**src/rtl/hqm_aw_rmw_req_fifo_issue_if.sv**
```systemverilog
// +----------------------------------------------------------------------------+
// | hqm_aw_rmw_req_fifo_issue_if : RMW command type and request/issue bundle   |
// | Revision: 1.0                                                              |
// +----------------------------------------------------------------------------+
`default_nettype none

package hqm_aw_rmwpipe_pkg;
    typedef enum logic [1:0] {
        HQM_AW_RMWPIPE_NOOP  = 2'd0,
        HQM_AW_RMWPIPE_READ  = 2'd1,
        HQM_AW_RMWPIPE_WRITE = 2'd2,
        HQM_AW_RMWPIPE_RMW   = 2'd3
    } aw_rmwpipe_cmd_t;
endpackage

interface hqm_aw_rmw_req_fifo_issue_if
    import hqm_aw_rmwpipe_pkg::*;
#(
    parameter int DEPTHB2 = 3,
    parameter int WIDTH   = 32
);
    logic                 in_v;
    logic                 in_ready;
    aw_rmwpipe_cmd_t      in_rw;
    logic [DEPTHB2-1:0]   in_addr;
    logic [WIDTH-1:0]     in_wdata;
    logic                 p0_hold;
    logic                 p0_v_nxt;
    aw_rmwpipe_cmd_t      p0_rw_nxt;
    logic [DEPTHB2-1:0]   p0_addr_nxt;
    logic [WIDTH-1:0]     p0_write_data_nxt;

    modport master (
        output in_v, in_rw, in_addr, in_wdata, p0_hold,
        input  in_ready, p0_v_nxt, p0_rw_nxt, p0_addr_nxt, p0_write_data_nxt
    );

    modport slave (
        input  in_v, in_rw, in_addr, in_wdata, p0_hold,
        output in_ready, p0_v_nxt, p0_rw_nxt, p0_addr_nxt, p0_write_data_nxt
    );
endinterface

`default_nettype wire

```
**src/rtl/hqm_aw_rmw_req_fifo_issue.sv**
```systemverilog
// +----------------------------------------------------------------------------+
// | hqm_aw_rmw_req_fifo_issue : request FIFO feeding the RMW pipeline p0 stage |
// | Revision: 1.0                                                              |
// +----------------------------------------------------------------------------+
`default_nettype none

module hqm_aw_rmw_req_fifo_issue
    import hqm_aw_rmwpipe_pkg::*;
#(
    parameter int DEPTH      = 8,
    parameter int WIDTH      = 32,
    parameter int FIFO_DEPTH = 4,
    parameter int DEPTHB2    = $clog2(DEPTH),
    parameter int FIFOB2     = $clog2(FIFO_DEPTH)
) (
    input  wire logic                       clk,
    input  wire logic                       rst,
    hqm_aw_rmw_req_fifo_issue_if.slave      bus,
    output logic [FIFOB2:0]                 fifo_count,
    output logic [FIFOB2:0]                 fifo_hwm,
    output logic                            idle
);

    localparam logic [FIFOB2:0] c_full_count = (FIFOB2+1)'(FIFO_DEPTH);

    aw_rmwpipe_cmd_t        r_rw    [FIFO_DEPTH];
    logic [DEPTHB2-1:0]     r_addr  [FIFO_DEPTH];
    logic [WIDTH-1:0]       r_wdata [FIFO_DEPTH];

    logic [FIFOB2-1:0]      r_wp;
    logic [FIFOB2-1:0]      r_rp;
    logic [FIFOB2:0]        r_count;
    logic [FIFOB2:0]        r_hwm;

    logic                   w_in_ready;
    logic                   w_push;
    logic                   w_pop;
    logic [FIFOB2:0]        w_count_nxt;

    // Ready looks only at the registered count, so a full FIFO stays full
    // for one cycle even when the head is popping.
    assign w_in_ready  = ~rst & (r_count < c_full_count);
    assign w_push      = bus.in_v & w_in_ready;
    assign w_pop       = ~rst & (r_count != '0) & ~bus.p0_hold;
    assign w_count_nxt = r_count + (FIFOB2+1)'(w_push) - (FIFOB2+1)'(w_pop);

    always_ff @(posedge clk) begin
        if (rst) begin
            r_wp    <= '0;
            r_rp    <= '0;
            r_count <= '0;
            r_hwm   <= '0;
        end else begin
            if (w_push) r_wp <= r_wp + 1'b1;
            if (w_pop)  r_rp <= r_rp + 1'b1;
            r_count <= w_count_nxt;
            if (w_count_nxt > r_hwm) r_hwm <= w_count_nxt;
        end
    end

    // Entry storage carries no reset; only the pointers define validity.
    always_ff @(posedge clk) begin
        if (w_push) begin
            r_rw[r_wp]    <= bus.in_rw;
            r_addr[r_wp]  <= bus.in_addr;
            r_wdata[r_wp] <= bus.in_wdata;
        end
    end

    always_ff @(posedge clk) begin
        if (!rst) begin
            assert (r_count <= c_full_count);
        end
    end

    assign bus.in_ready          = w_in_ready;
    assign bus.p0_v_nxt          = w_pop;
    assign bus.p0_rw_nxt         = r_rw[r_rp];
    assign bus.p0_addr_nxt       = r_addr[r_rp];
    assign bus.p0_write_data_nxt = r_wdata[r_rp];

    assign fifo_count = r_count;
    assign fifo_hwm   = r_hwm;
    assign idle       = (r_count == '0);

endmodule

`default_nettype wire

```
**src/flat_wrapper.sv**
```systemverilog
// flat-port wrapper written by rule: the top's interface ports become plain ports
module hqm_aw_rmw_req_fifo_issue_flat import hqm_aw_rmwpipe_pkg::*;
#(
    parameter int DEPTH      = 8,
    parameter int WIDTH      = 32,
    parameter int FIFO_DEPTH = 4,
    parameter int DEPTHB2    = $clog2(DEPTH),
    parameter int FIFOB2     = $clog2(FIFO_DEPTH)
)
  (clk, rst, fifo_count, fifo_hwm, idle, bus_in_v, bus_in_rw, bus_in_addr, bus_in_wdata, bus_p0_hold, bus_in_ready, bus_p0_v_nxt, bus_p0_rw_nxt, bus_p0_addr_nxt, bus_p0_write_data_nxt);
  hqm_aw_rmw_req_fifo_issue_if #(.DEPTHB2(DEPTHB2), .WIDTH(WIDTH)) bus_i ();
  input  wire logic clk;
  input  wire logic rst;
  output logic [FIFOB2:0] fifo_count;
  output logic [FIFOB2:0] fifo_hwm;
  output logic idle;
  input wire logic [$bits(bus_i.in_v)-1:0] bus_in_v;
  input wire logic [$bits(bus_i.in_rw)-1:0] bus_in_rw;
  input wire logic [$bits(bus_i.in_addr)-1:0] bus_in_addr;
  input wire logic [$bits(bus_i.in_wdata)-1:0] bus_in_wdata;
  input wire logic [$bits(bus_i.p0_hold)-1:0] bus_p0_hold;
  output wire logic [$bits(bus_i.in_ready)-1:0] bus_in_ready;
  output wire logic [$bits(bus_i.p0_v_nxt)-1:0] bus_p0_v_nxt;
  output wire logic [$bits(bus_i.p0_rw_nxt)-1:0] bus_p0_rw_nxt;
  output wire logic [$bits(bus_i.p0_addr_nxt)-1:0] bus_p0_addr_nxt;
  output wire logic [$bits(bus_i.p0_write_data_nxt)-1:0] bus_p0_write_data_nxt;
  assign bus_i.in_v = bus_in_v;
  assign bus_i.in_rw = bus_in_rw;
  assign bus_i.in_addr = bus_in_addr;
  assign bus_i.in_wdata = bus_in_wdata;
  assign bus_i.p0_hold = bus_p0_hold;
  assign bus_in_ready = bus_i.in_ready;
  assign bus_p0_v_nxt = bus_i.p0_v_nxt;
  assign bus_p0_rw_nxt = bus_i.p0_rw_nxt;
  assign bus_p0_addr_nxt = bus_i.p0_addr_nxt;
  assign bus_p0_write_data_nxt = bus_i.p0_write_data_nxt;
  hqm_aw_rmw_req_fifo_issue #(.DEPTH(DEPTH), .WIDTH(WIDTH), .FIFO_DEPTH(FIFO_DEPTH), .DEPTHB2(DEPTHB2), .FIFOB2(FIFOB2)) u_core (.clk(clk), .rst(rst), .bus(bus_i), .fifo_count(fifo_count), .fifo_hwm(fifo_hwm), .idle(idle));
endmodule
```
**config.mk**
```make
export PLATFORM = sky130hd
export DESIGN_NAME = hqm_aw_rmw_req_fifo_issue_flat
export DESIGN_NICKNAME = d
export VERILOG_FILES = /design/src/rtl/hqm_aw_rmw_req_fifo_issue_if.sv /design/src/rtl/hqm_aw_rmw_req_fifo_issue.sv /design/src/flat_wrapper.sv
export SDC_FILE = /design/constraint.sdc
export NUM_CORES = 1
export LEC_CHECK = 0
export BUFFER_PORTS_ARGS = -buffer_cell sky130_fd_sc_hd__buf_2
export CAP_MARGIN = 40
export CORE_MARGIN = 8
export CORE_UTILIZATION = 61
export CTS_BUF_LIST = sky130_fd_sc_hd__clkbuf_16
export CTS_CLUSTER_DIAMETER = 80
export DETAILED_ROUTE_END_ITERATION = 12
export PLACE_DENSITY = 0.84
export SYNTH_ARGS = -nofsm -noshare
export SYNTH_HDL_FRONTEND = slang
export SYNTH_SLANG_ARGS = --single-unit
```
**constraint.sdc**
```tcl
create_clock -name clk -period 6.7 [get_ports clk]
set_input_delay 0.335 -clock clk [delete_from_list [all_inputs] [get_ports clk]]
set_output_delay 0.335 -clock clk [all_outputs]
set_load 0.03 [all_outputs]
```
==> impl_metrics.py, run 1 <==
metrics = {
    "logic_synthesis": {
        "netlist_instances": 261,
        "yosysSeqAreaShare_pct": 77.9,
        "synthesis.nets": 312,
        "ys_ff_latch": 160,
        "postSynthAreaPerCell_um2": 23.0,
        "synth_edf_count": 148,
        "synth_top_area_share_pct": 73.9,
        "synth.largest_area_cell": "edfxtp_1",
        "synth.distinct_cells": 31,
        "synthTopCellsByArea": "edfxtp_1, mux4_2, dfxtp_1",
        "ys_warn_count": 0,
        "synth-async-reset-ratio_pct": 0,
        "synth_top_flop_cell": "edfxtp_1",
        "syn-cell-area_um2": 6010,
    },
    "sta": {
        "rsz0062_at_grt": "no",
        "layout_min_cycle_time_ns": 3.14,
        "max_freq_mhz": 318,
        "final.setup_skew_ns": 0.00954,
        "fin_setup_tns_ns": 0,
        "tightest_slew_ns": 0.580,
        "setup_viol": 0,
        "slew-limit-headroom_pct": 61.3,
        "worst_slack_ns": 3.56,
        "min_period_over_period_pct": 46.9,
        "hold_viol": 0,
        "slew_violations": 0,
    },
    "routing": {
        "vias": 2866,
        "ant_nets": 0,
        "dr.pass1.iters": 4,
        "drt-initial-drc-count": 202,
        "routed_wl_um": 10500,
        "drc": 0,
        "wl_per_cell_um": 20.7,
        "viasPerCell": 5.63,
    },
    "clock_tree": {
        "cts_buffers": 17,
        "clk_pin_slew_ns": 0.06,
        "cts_tree": "yes",
        "cts_max_path_buffers": 2,
        "cts.sinks": 160,
        "htreeDepth": 4,
        "cts_root_buf": "clkbuf_16",
        "clk_latency_ns": 0.41,
        "postCtsSetupBuffers": 0,
        "cts_resized": 0,
        "hold_buffers": 0,
    },
    "setup_path": {
        "worstRegToRegCells": 12,
        "end_kind": "register",
        "crit_type": "register to register",
        "r2r-end": "u_core.fifo_hwm[0]$_SDFFE_PP0N_",
        "cp.arrival_ns": 3.45,
        "required_ns": 7.00,
        "critPathLaunchType": "register",
        "r2r-start": "u_core.fifo_count[1]$_SDFF_PP0_",
        "path_max_fanout": 6,
        "reg2reg_slack_ns": 3.56,
    },
    "power_and_ir_drop": {
        "total_power_w": 0.00280,
        "ir_worst_vdd_uv": 245,
        "p_leak_nw": 2.53,
        "power-per-cell-area_nw_per_um2": 385,
    },
    "global_route": {
        "grt_use_total_pct": 17.1,
        "gr-usage-met3_pct": 5.09,
        "antenna_found_initial": 0,
        "grt_pass1_wl_um": 16600,
        "grt_pass1_vias": 3109,
        "busiest_layer": "met2",
        "use_met2_pct": 28.7,
        "grt_max_degree": 24,
        "gr-usage-met1_pct": 20.5,
        "grt_overflow_total": 0,
    },
    "floorplan": {
        "die_w_um": 115,
        "coreArea_um2": 9680,
        "die_h_um": 115,
        "rows": 36,
        "ios": 87,
        "dieArea_um2": 13300,
        "start_util_pct": 62.1,
    },
    "worst_hold_path": {
        "min_path_cells": 1,
        "hp-class": "input port to register",
        "min_to": "u_core.r_wdata[3][23]$_DFFE_PP_",
        "worstHoldStart": "bus_in_wdata[23]",
    },
    "final_layout": {
        "drive_gt1_share_pct": 45.5,
        "syn_to_final_growth_pct": 21.0,
        "diodes": 0,
        "final_nets": 414,
    },
    "placement": {
        "portBuffers": 86,
        "gp_congestion": 0.746,
        "dp_hpwl_um": 6810,
        "place_ws_ns": 3.56,
    },
    "run_status": {
        "status": "finished clean",
    },
    "job": {
        "cap_violations": 0,
    },
}
## synth_stat cells (2+ instances only)
cell	number
a21oi_1	3
and2_2	4
buf_2	4
buf_6	4
dfxtp_1	12
edfxtp_1	148
ha_1	9
inv_1	11
mux2_2	2
mux4_2	37
nor2_1	5
o31ai_1	2
or4_1	2
## metal layers
metal	routed length [um]	vias up
met1	4380	1483
met3	582	11
met2	5480	84
met5	0	-
met4	108	0
li1	-	1288
## where the power goes
| group | internal (W) | total, W | switching [W] |
|---|---|---|---|
| clock | 0.000592 | 0.000985 | 0.000392 |
| combinational | 0.000257 | 0.000627 | 0.000370 |
| sequential | 0.00115 | 0.00119 | 0.0000421 |
| total | 0.00200 | 0.00280 | 0.000804 |
## layout by cell type, fill, tap and decap left out, drive strengths merged, types with 3 or more instances in the layout
cell | netlist | routed
clkbuf | 1 | 17
dfxtp | 12 | 12
buf | 8 | 92
mux4 | 37 | 37
a21oi | 3 | 3
bufinv | 0 | 3
clkinv | 0 | 3
inv | 11 | 17
edfxtp | 148 | 148
nor2 | 5 | 5
and2 | 5 | 5
clkinvlp | 0 | 3
ha | 9 | 9
## through the flow
stage	area (um2)	hold slack (ns)	util (%)	std cells
after floorplan	6010	0.411	-	261
after global placement	6550	0.464	67.6	472
after detailed placement	6660	0.473	68.8	477
after CTS	7270	0.120	75.1	509
after global routing	7270	0.123	75.1	509
final	7270	0.134	75.1	509
## worst max-delay path: stages (launching register included)
cell	delay [ns]
dfxtp_1	0.36
nor3_2	0.32
nor3_1	0.11
ha_1	0.30
inv_1	0.05
ha_1	0.12
inv_1	0.05
fa_1	0.37
xor3_2	0.27
ha_1	0.33
a21o_1	0.22
o21ai_1	0.18
mux2_2	0.36
## state kept, by name (all words and copies together) (netlist names), named ones only
name               cells
u_core.r_wdata       128
u_core.fifo_hwm        3
u_core.r_rw            8
u_core.r_wp            2
u_core.fifo_count      3
u_core.r_rp            2
u_core.r_addr         12
## layout make-up
| class | count | area, um2 |
|---|---|---|
| timing repair buffer | 92 | 553 |
| tap | 133 | 166 |
| sequential | 160 | 4690 |
| clock buffer | 17 | 425 |
| multi-input combinational | 81 | 1210 |
| fill | 558 | 2410 |
| clock inverter | 15 | 185 |
| inverter | 11 | 41.3 |
## logic make-up (layout without fill, tap and decap cells)
kind of cell	Yosys count	after routing	share of synthesized area, %
compound gates	10	10	1.08
xor+xnor	2	2	0.562
fa+ha+maj	10	10	2.21
buf+inv	20	135	1.85
flops	160	160	77.9
mux	39	39	14.2
simple gates	20	20	2.12
## worst max-delay path by stage
| stage | end | start | cells after the start |
|---|---|---|---|
| 2_1_floorplan | u_core.fifo_hwm[0]$_SDFFE_PP0N_ | u_core.fifo_count[2]$_SDFF_PP0_ | 12 |
| 3_3_place_gp | u_core.fifo_hwm[1]$_SDFFE_PP0N_ | rst | 12 |
| 3_5_place_dp | u_core.fifo_hwm[0]$_SDFFE_PP0N_ | u_core.fifo_count[1]$_SDFF_PP0_ | 12 |
| 4_1_cts | u_core.fifo_hwm[0]$_SDFFE_PP0N_ | u_core.fifo_count[1]$_SDFF_PP0_ | 12 |
| 5_1_grt | u_core.fifo_hwm[1]$_SDFFE_PP0N_ | u_core.fifo_count[1]$_SDFF_PP0_ | 12 |
| 6_report | u_core.fifo_hwm[0]$_SDFFE_PP0N_ | u_core.fifo_count[1]$_SDFF_PP0_ | 12 |
No activity file was read; power rests on OpenSTA's default activity.
==> run 2, diff against run 1 <==
--- a/config.mk
+++ b/config.mk
@@ -8,11 +8,11 @@
 export BUFFER_PORTS_ARGS = -buffer_cell sky130_fd_sc_hd__buf_2
 export CAP_MARGIN = 40
 export CORE_MARGIN = 8
-export CORE_UTILIZATION = 61
+export CORE_UTILIZATION = 56
 export CTS_BUF_LIST = sky130_fd_sc_hd__clkbuf_16
 export CTS_CLUSTER_DIAMETER = 80
 export DETAILED_ROUTE_END_ITERATION = 12
-export PLACE_DENSITY = 0.84
+export PLACE_DENSITY = 0.78
 export SYNTH_ARGS = -nofsm -noshare
 export SYNTH_HDL_FRONTEND = slang
 export SYNTH_SLANG_ARGS = --single-unit
==> constraint.sdc (replaced) <==
create_clock -name clk -period 3.2 [get_ports clk]
set_input_delay 0.16 -clock clk [delete_from_list [all_inputs] [get_ports clk]]
set_output_delay 0.16 -clock clk [all_outputs]
set_load 0.03 [all_outputs]
==> run 2 against run 1 <==
  * Sequential cell count stayed put
  * Clock power is 110% higher
  * Clock skew is 0.0016 ns lower
  * Setup slack worse by 3.4 ns
  * Register-to-register slack worse by 3.4 ns
  * First-iteration DRC count is 17% lower
  * Sequential power is 110% higher
  * Critical path type unchanged
  * Largest cell class unchanged
  * Highest routed layer unchanged
==> impl_metrics.py, run 2 (synthesized netlist as in run 1, its figures left out) <==
metrics = {
    "run_status": {
        "status": "finished clean",
    },
    "setup_path": {
        "critPathLaunchType": "register",
        "path_delay_family": "simple AND/OR/NAND/NOR gates",
        "cp.arrival_ns": 3.33,
        "critPathSlowestCell": "or4_1",
        "path_max_fanout": 6,
        "critPathMaxStageDelay_ns": 0.47,
        "path_cells": "nor3_4 -> nor3_4 -> ha_1 -> inv_1 -> ha_1 -> inv_1 -> fa_1 -> xor3_2 -> ha_4 -> and3b_1 -> or4_1 -> o311ai_1",
        "worst-path-buf-inv": 2,
        "required_ns": 3.51,
        "crit_type": "register to register",
        "end_kind": "register",
    },
    "placement": {
        "portBuffers": 86,
        "placed_cell_area_um2": 6700,
        "gp_congestion": 0.779,
        "dp_hpwl_um": 7290,
    },
    "power_and_ir_drop": {
        "power-per-cell-area_nw_per_um2": 778,
        "ir_worst_vdd_uv": 469,
        "pwr-share-comb_pct": 23.8,
        "clkPwrFrac_pct": 34.1,
        "p_seq_share_pct": 42.1,
        "power.internal_w": 0.00431,
        "p_sw_share_pct": 27.9,
        "p_leak_nw": 2.72,
        "power.switching_w": 0.00166,
    },
    "sta": {
        "hold_viol": 0,
        "slew-limit-headroom_pct": 56.6,
        "layout_min_cycle_time_ns": 3.02,
        "min_period_over_period_pct": 94.5,
        "tightest_slew_ns": 0.652,
        "rsz0062_at_grt": "no",
        "fin_setup_tns_ns": 0,
        "setup_viol": 0,
        "slew_violations": 0,
        "max_freq_mhz": 331,
        "final.setup_skew_ns": 0.00790,
    },
    "global_route": {
        "antenna_found_initial": 0,
        "grt_use_total_pct": 16.5,
        "grt_overflow_total": 0,
        "grt_pass1_vias": 3308,
        "grt_max_degree": 25,
        "grt_pass1_wl_um": 17900,
    },
    "job": {
        "cap_violations": 0,
    },
    "floorplan": {
        "dieArea_um2": 14300,
        "rows": 38,
        "die_h_um": 120,
        "start_util_pct": 56.4,
        "coreArea_um2": 10700,
        "ios": 87,
        "die_w_um": 120,
    },
    "clock_tree": {
        "cts_tree": "yes",
        "cts_buffers": 17,
        "cts.sinks": 160,
        "cts_resized": 0,
        "htreeDepth": 4,
        "clk_latency_ns": 0.41,
        "hold_buffers": 37,
        "cts_root_buf": "clkbuf_16",
        "postCtsSetupBuffers": 0,
        "cts_max_path_buffers": 2,
        "clk_pin_slew_ns": 0.06,
    },
    "final_layout": {
        "final_area_um2": 7680,
        "final_common_cell": "edfxtp_1",
        "regMostFlops": "u_core.r_wdata",
        "reg_top3": "u_core.r_wdata: 128 flops, u_core.r_addr: 12 flops, u_core.r_rw: 8 flops",
        "fill_cells": 638,
        "syn_to_final_growth_pct": 27.7,
        "layout_common_cells": "edfxtp_1, buf_2, mux4_2, dlygate4sd3_1, clkbuf_16",
        "largest_register_ffs": 128,
        "diodes": 0,
        "final_nets": 457,
        "drive_gt1_share_pct": 42.7,
    },
    "routing": {
        "viasPerCell": 5.40,
        "routed_wl_um": 11300,
        "drt-initial-drc-count": 167,
        "ant_nets": 0,
        "vias": 3021,
        "drc": 0,
        "dr.pass1.iters": 5,
        "wl_per_cell_um": 20.3,
    },
    "worst_hold_path": {
        "hp-class": "input port to register",
    },
}
-- run 2: cell count changes in the layout (fill, tap and decap cells not counted), moves of 2 or more --
cell / before / now
inv_1: 12 / 14
clkinv_1: 0 / 2
buf_4: 1 / 11
dlygate4sd3_1: 0 / 37
nor3_4: 0 / 2
clkinv_4: 2 / 0
dfxtp_1: 10 / 7
inv_6: 4 / 1
buf_12: 3 / 0
dfxtp_4: 0 / 2
-- run 2: final cells by class --
type	count	area, um2	share of cell area [%]
sequential	160	4700	61.2
clock buffer	17	425	5.54
timing repair buffer	135	911	11.9
clock inverter	15	180	2.35
tap	140	175	2.28
inverter	11	41.3	0.538
multi-input combinational	81	1250	16.3
-- run 2: per-stage QoR --
step | utilization [%] | cells | hold WS [ns] | worst slack, ns | power, W
2_1_floorplan | - | 261 | 0.226 | 0.0274 | 0.00359
3_3_place_gp | 62.7 | 489 | 0.371 | 0.301 | 0.00389
3_5_place_dp | 62.9 | 490 | 0.379 | 0.187 | 0.00395
4_1_cts | 72.1 | 559 | 0.101 | 0.182 | 0.00601
5_1_grt | 72.1 | 559 | 0.133 | 0.0893 | 0.00618
6_report | 72.1 | 559 | 0.118 | 0.177 | 0.00597
-- run 2: final timing paths --
path	start	to	slack [ns]	depth (start not counted)
max	u_core.fifo_count[2]$_SDFF_PP0_	u_core.fifo_hwm[2]$_SDFFE_PP0N_	0.18	12
min	rst	u_core.r_wp[0]$_SDFFE_PP0P_	0.12	2
max reg2reg	u_core.fifo_count[2]$_SDFF_PP0_	u_core.fifo_hwm[2]$_SDFFE_PP0N_	0.18	12
min reg2reg	u_core.r_rp[1]$_SDFFE_PP0P_	register	0.49	2
-- run 2: per-layer routing --
layer | up-vias | wire length, um | global-route usage, %
met5 | - | 0 | 0
met4 | 0 | 120 | 5.85
met3 | 13 | 619 | 4.65
met2 | 103 | 5880 | 27.8
met1 | 1534 | 4720 | 20.1
li1 | 1371 | - | -
-- run 2: power groups by stage --
stage	sequential [W]	combinational, W	clock [W]
after floorplan	0.00254	0.00105	0
after global placement	0.00256	0.00133	0
after detailed placement	0.00256	0.00139	0
after CTS	0.00252	0.00144	0.00206
after global routing	0.00253	0.00151	0.00214
final	0.00251	0.00142	0.00203
==> run 3, diff against run 2 <==
==> constraint.sdc (replaced) <==
create_clock -name clk -period 3.2 [get_ports clk]
set_input_delay 0.16 -clock clk [delete_from_list [all_inputs] [get_ports clk]]
set_output_delay 0.16 -clock clk [all_outputs]
set_load 0.01 [all_outputs]
==> run 3 against run 2 <==
  * Non-clock buffer count fell by 2
  * Global-route usage shrank 0.51 points
  * Core utilization shrank 0.41 points
  * Cell area decreased by 0.57%
  * Count of clock-buffer cells in the layout unchanged
  * Critical endpoint unchanged
  * Combinational power is 21% lower
  * Sequential share of layout area up 0.27 points
  * Power shrank 6.6%
  * Via count is 0.73% lower
  * Highest routed layer unchanged
  * Clock skew decreased by 0.0016 ns
  * Register-to-register slack worse by 0.03 ns
  * Largest cell class unchanged
  * First-iteration DRC count fell by 11%
==> impl_metrics.py, run 3 (synthesized netlist as in run 1, its figures left out) <==
metrics = {
    "run_status": {
        "status": "finished clean",
    },
    "global_route": {
        "antenna_found_initial": 0,
        "grt_max_degree": 26,
        "grt_overflow_total": 0,
        "grt_use_total_pct": 16.0,
        "grt_pass1_wl_um": 17400,
        "grt_pass1_vias": 3334,
    },
    "floorplan": {
        "rows": 38,
        "ios": 87,
        "coreArea_um2": 10700,
        "start_util_pct": 56.4,
        "die_h_um": 120,
        "dieArea_um2": 14300,
        "die_w_um": 120,
    },
    "routing": {
        "vias": 2999,
        "routed_wl_um": 10800,
        "ant_nets": 0,
        "wl_per_cell_um": 19.5,
        "drt-initial-drc-count": 149,
        "drc": 0,
        "viasPerCell": 5.41,
        "dr.pass1.iters": 4,
    },
    "setup_path": {
        "critPathMostFrequentCell": "ha_1",
        "critPathLaunchType": "register",
        "end_kind": "register",
        "worstRegToRegCells": 12,
        "path_cells": "nor3_4 -> nor3_1 -> ha_1 -> inv_1 -> ha_1 -> inv_1 -> fa_1 -> xor3_2 -> ha_1 -> and3b_1 -> or4_1 -> o311ai_1",
        "critPathSlowestCell": "or4_1",
        "critPathMaxStageDelay_ns": 0.49,
        "path_max_fanout": 5,
        "cp.arrival_ns": 3.35,
        "crit_type": "register to register",
        "required_ns": 3.50,
    },
    "final_layout": {
        "final_nets": 455,
        "largest_register_ffs": 128,
        "drive_gt1_share_pct": 41.5,
        "multi_input_area_um2": 1220,
        "seq_area_um2": 4690,
        "regMostFlops": "u_core.r_wdata",
        "diodes": 0,
        "syn_to_final_growth_pct": 27.0,
        "final_common_cell": "edfxtp_1",
        "layout_common_cells": "edfxtp_1, buf_2, mux4_2, dlygate4sd3_1, clkbuf_16",
        "reg_top3": "u_core.r_wdata: 128 flops, u_core.r_addr: 12 flops, u_core.r_rw: 8 flops",
        "fill_cells": 666,
    },
    "sta": {
        "hold_ws_ns": 0.0948,
        "rsz0062_at_grt": "no",
        "min_period_over_period_pct": 95.3,
        "hold_viol": 0,
        "max_freq_mhz": 328,
        "slew-limit-headroom_pct": 61.0,
        "fin_setup_tns_ns": 0,
        "setup_viol": 0,
        "layout_min_cycle_time_ns": 3.05,
        "final.setup_skew_ns": 0.00628,
        "tightest_slew_ns": 0.585,
        "slew_violations": 0,
    },
    "clock_tree": {
        "cts.sinks": 160,
        "cts_buffers": 17,
        "htreeDepth": 4,
        "cts_max_path_buffers": 2,
        "clk_pin_slew_ns": 0.06,
        "cts_root_buf": "clkbuf_16",
        "cts_tree": "yes",
        "clk_latency_ns": 0.40,
    },
    "power_and_ir_drop": {
        "power-per-cell-area_nw_per_um2": 731,
        "p_leak_nw": 2.69,
        "ir_worst_vdd_uv": 522,
        "total_power_w": 0.00558,
    },
    "worst_hold_path": {
        "hp-class": "input port to register",
        "min_path_cells": 3,
    },
    "placement": {
        "dp_hpwl_um": 6690,
        "gp_congestion": 0.722,
        "portBuffers": 86,
    },
    "job": {
        "cap_violations": 0,
    },
}
[run 3: final timing paths]
| check | startpoint | end | slack [ns] |
|---|---|---|---|
| worst min-delay path | bus_p0_hold | register | 0.09 |
| worst min register to register | u_core.r_rp[1]$_SDFFE_PP0P_ | register | 0.50 |
| worst max-delay path | u_core.fifo_count[2]$_SDFF_PP0_ | u_core.fifo_hwm[2]$_SDFFE_PP0N_ | 0.15 |
| worst max register to register | u_core.fifo_count[2]$_SDFF_PP0_ | u_core.fifo_hwm[2]$_SDFFE_PP0N_ | 0.15 |
[run 3: metrics by stage]
| stage | area, um2 | cells | setup WS (ns) | util (%) |
|---|---|---|---|---|
| 3_3_place_gp | 6650 | 486 | 0.183 | 62.4 |
| 2_1_floorplan | 6010 | 261 | 0.0517 | - |
| 5_1_grt | 7630 | 554 | 0.0198 | 71.7 |
| 3_5_place_dp | 6670 | 487 | 0.0685 | 62.7 |
| 4_1_cts | 7620 | 553 | 0.0539 | 71.5 |
| 6_report | 7630 | 554 | 0.151 | 71.7 |
[run 3: layer usage]
layer / part of all wire, % / track usage [%] / wire [um]
met1: 40 / 17.6 / 4290
met3: 5.5 / 6.11 / 590
met2: 54 / 28.4 / 5790
met4: 1.2 / 4.37 / 133
met5: 0 / 0 / 0
[run 3: timing repair]
item / 4_1_cts / 5_1_grt
hold buffers: 37 / 0
resized for setup: 0 / 3
setup buffers: 0 / 1
endpoints found under the hold margin: 148 / 0
endpoints found under the setup margin: 0 / 3
[run 3: area by class of cell]
cell class / instances / area share [%]
flip-flops and latches: 160 / 61.4
clock inverters: 12 / 1.93
well taps: 140 / 2.29
clock buffers: 17 / 5.57
inverters: 11 / 0.541
repair buffers: 133 / 12.2
multi-input cells: 81 / 16.0
[run 3: critical path: cells and delay by family (launching register included)]
kind / cells / cell delay [ns]
AO/OA/AOI/OAI: 1 / 0.11
XOR/XNOR: 1 / 0.26
adder cells (fa/ha/maj): 4 / 1.11
buffers and inverters: 2 / 0.11
flip-flops: 1 / 0.36
AND/OR/NAND/NOR: 4 / 1.01
[run 3: power breakdown]
part / internal [W] / leakage, nW / switching, W / total, W
registers: 0.00241 / 1.44 / 0.0000948 / 0.00251
clock network: 0.00121 / 0.281 / 0.000749 / 0.00196
logic: 0.000588 / 0.967 / 0.000527 / 0.00112
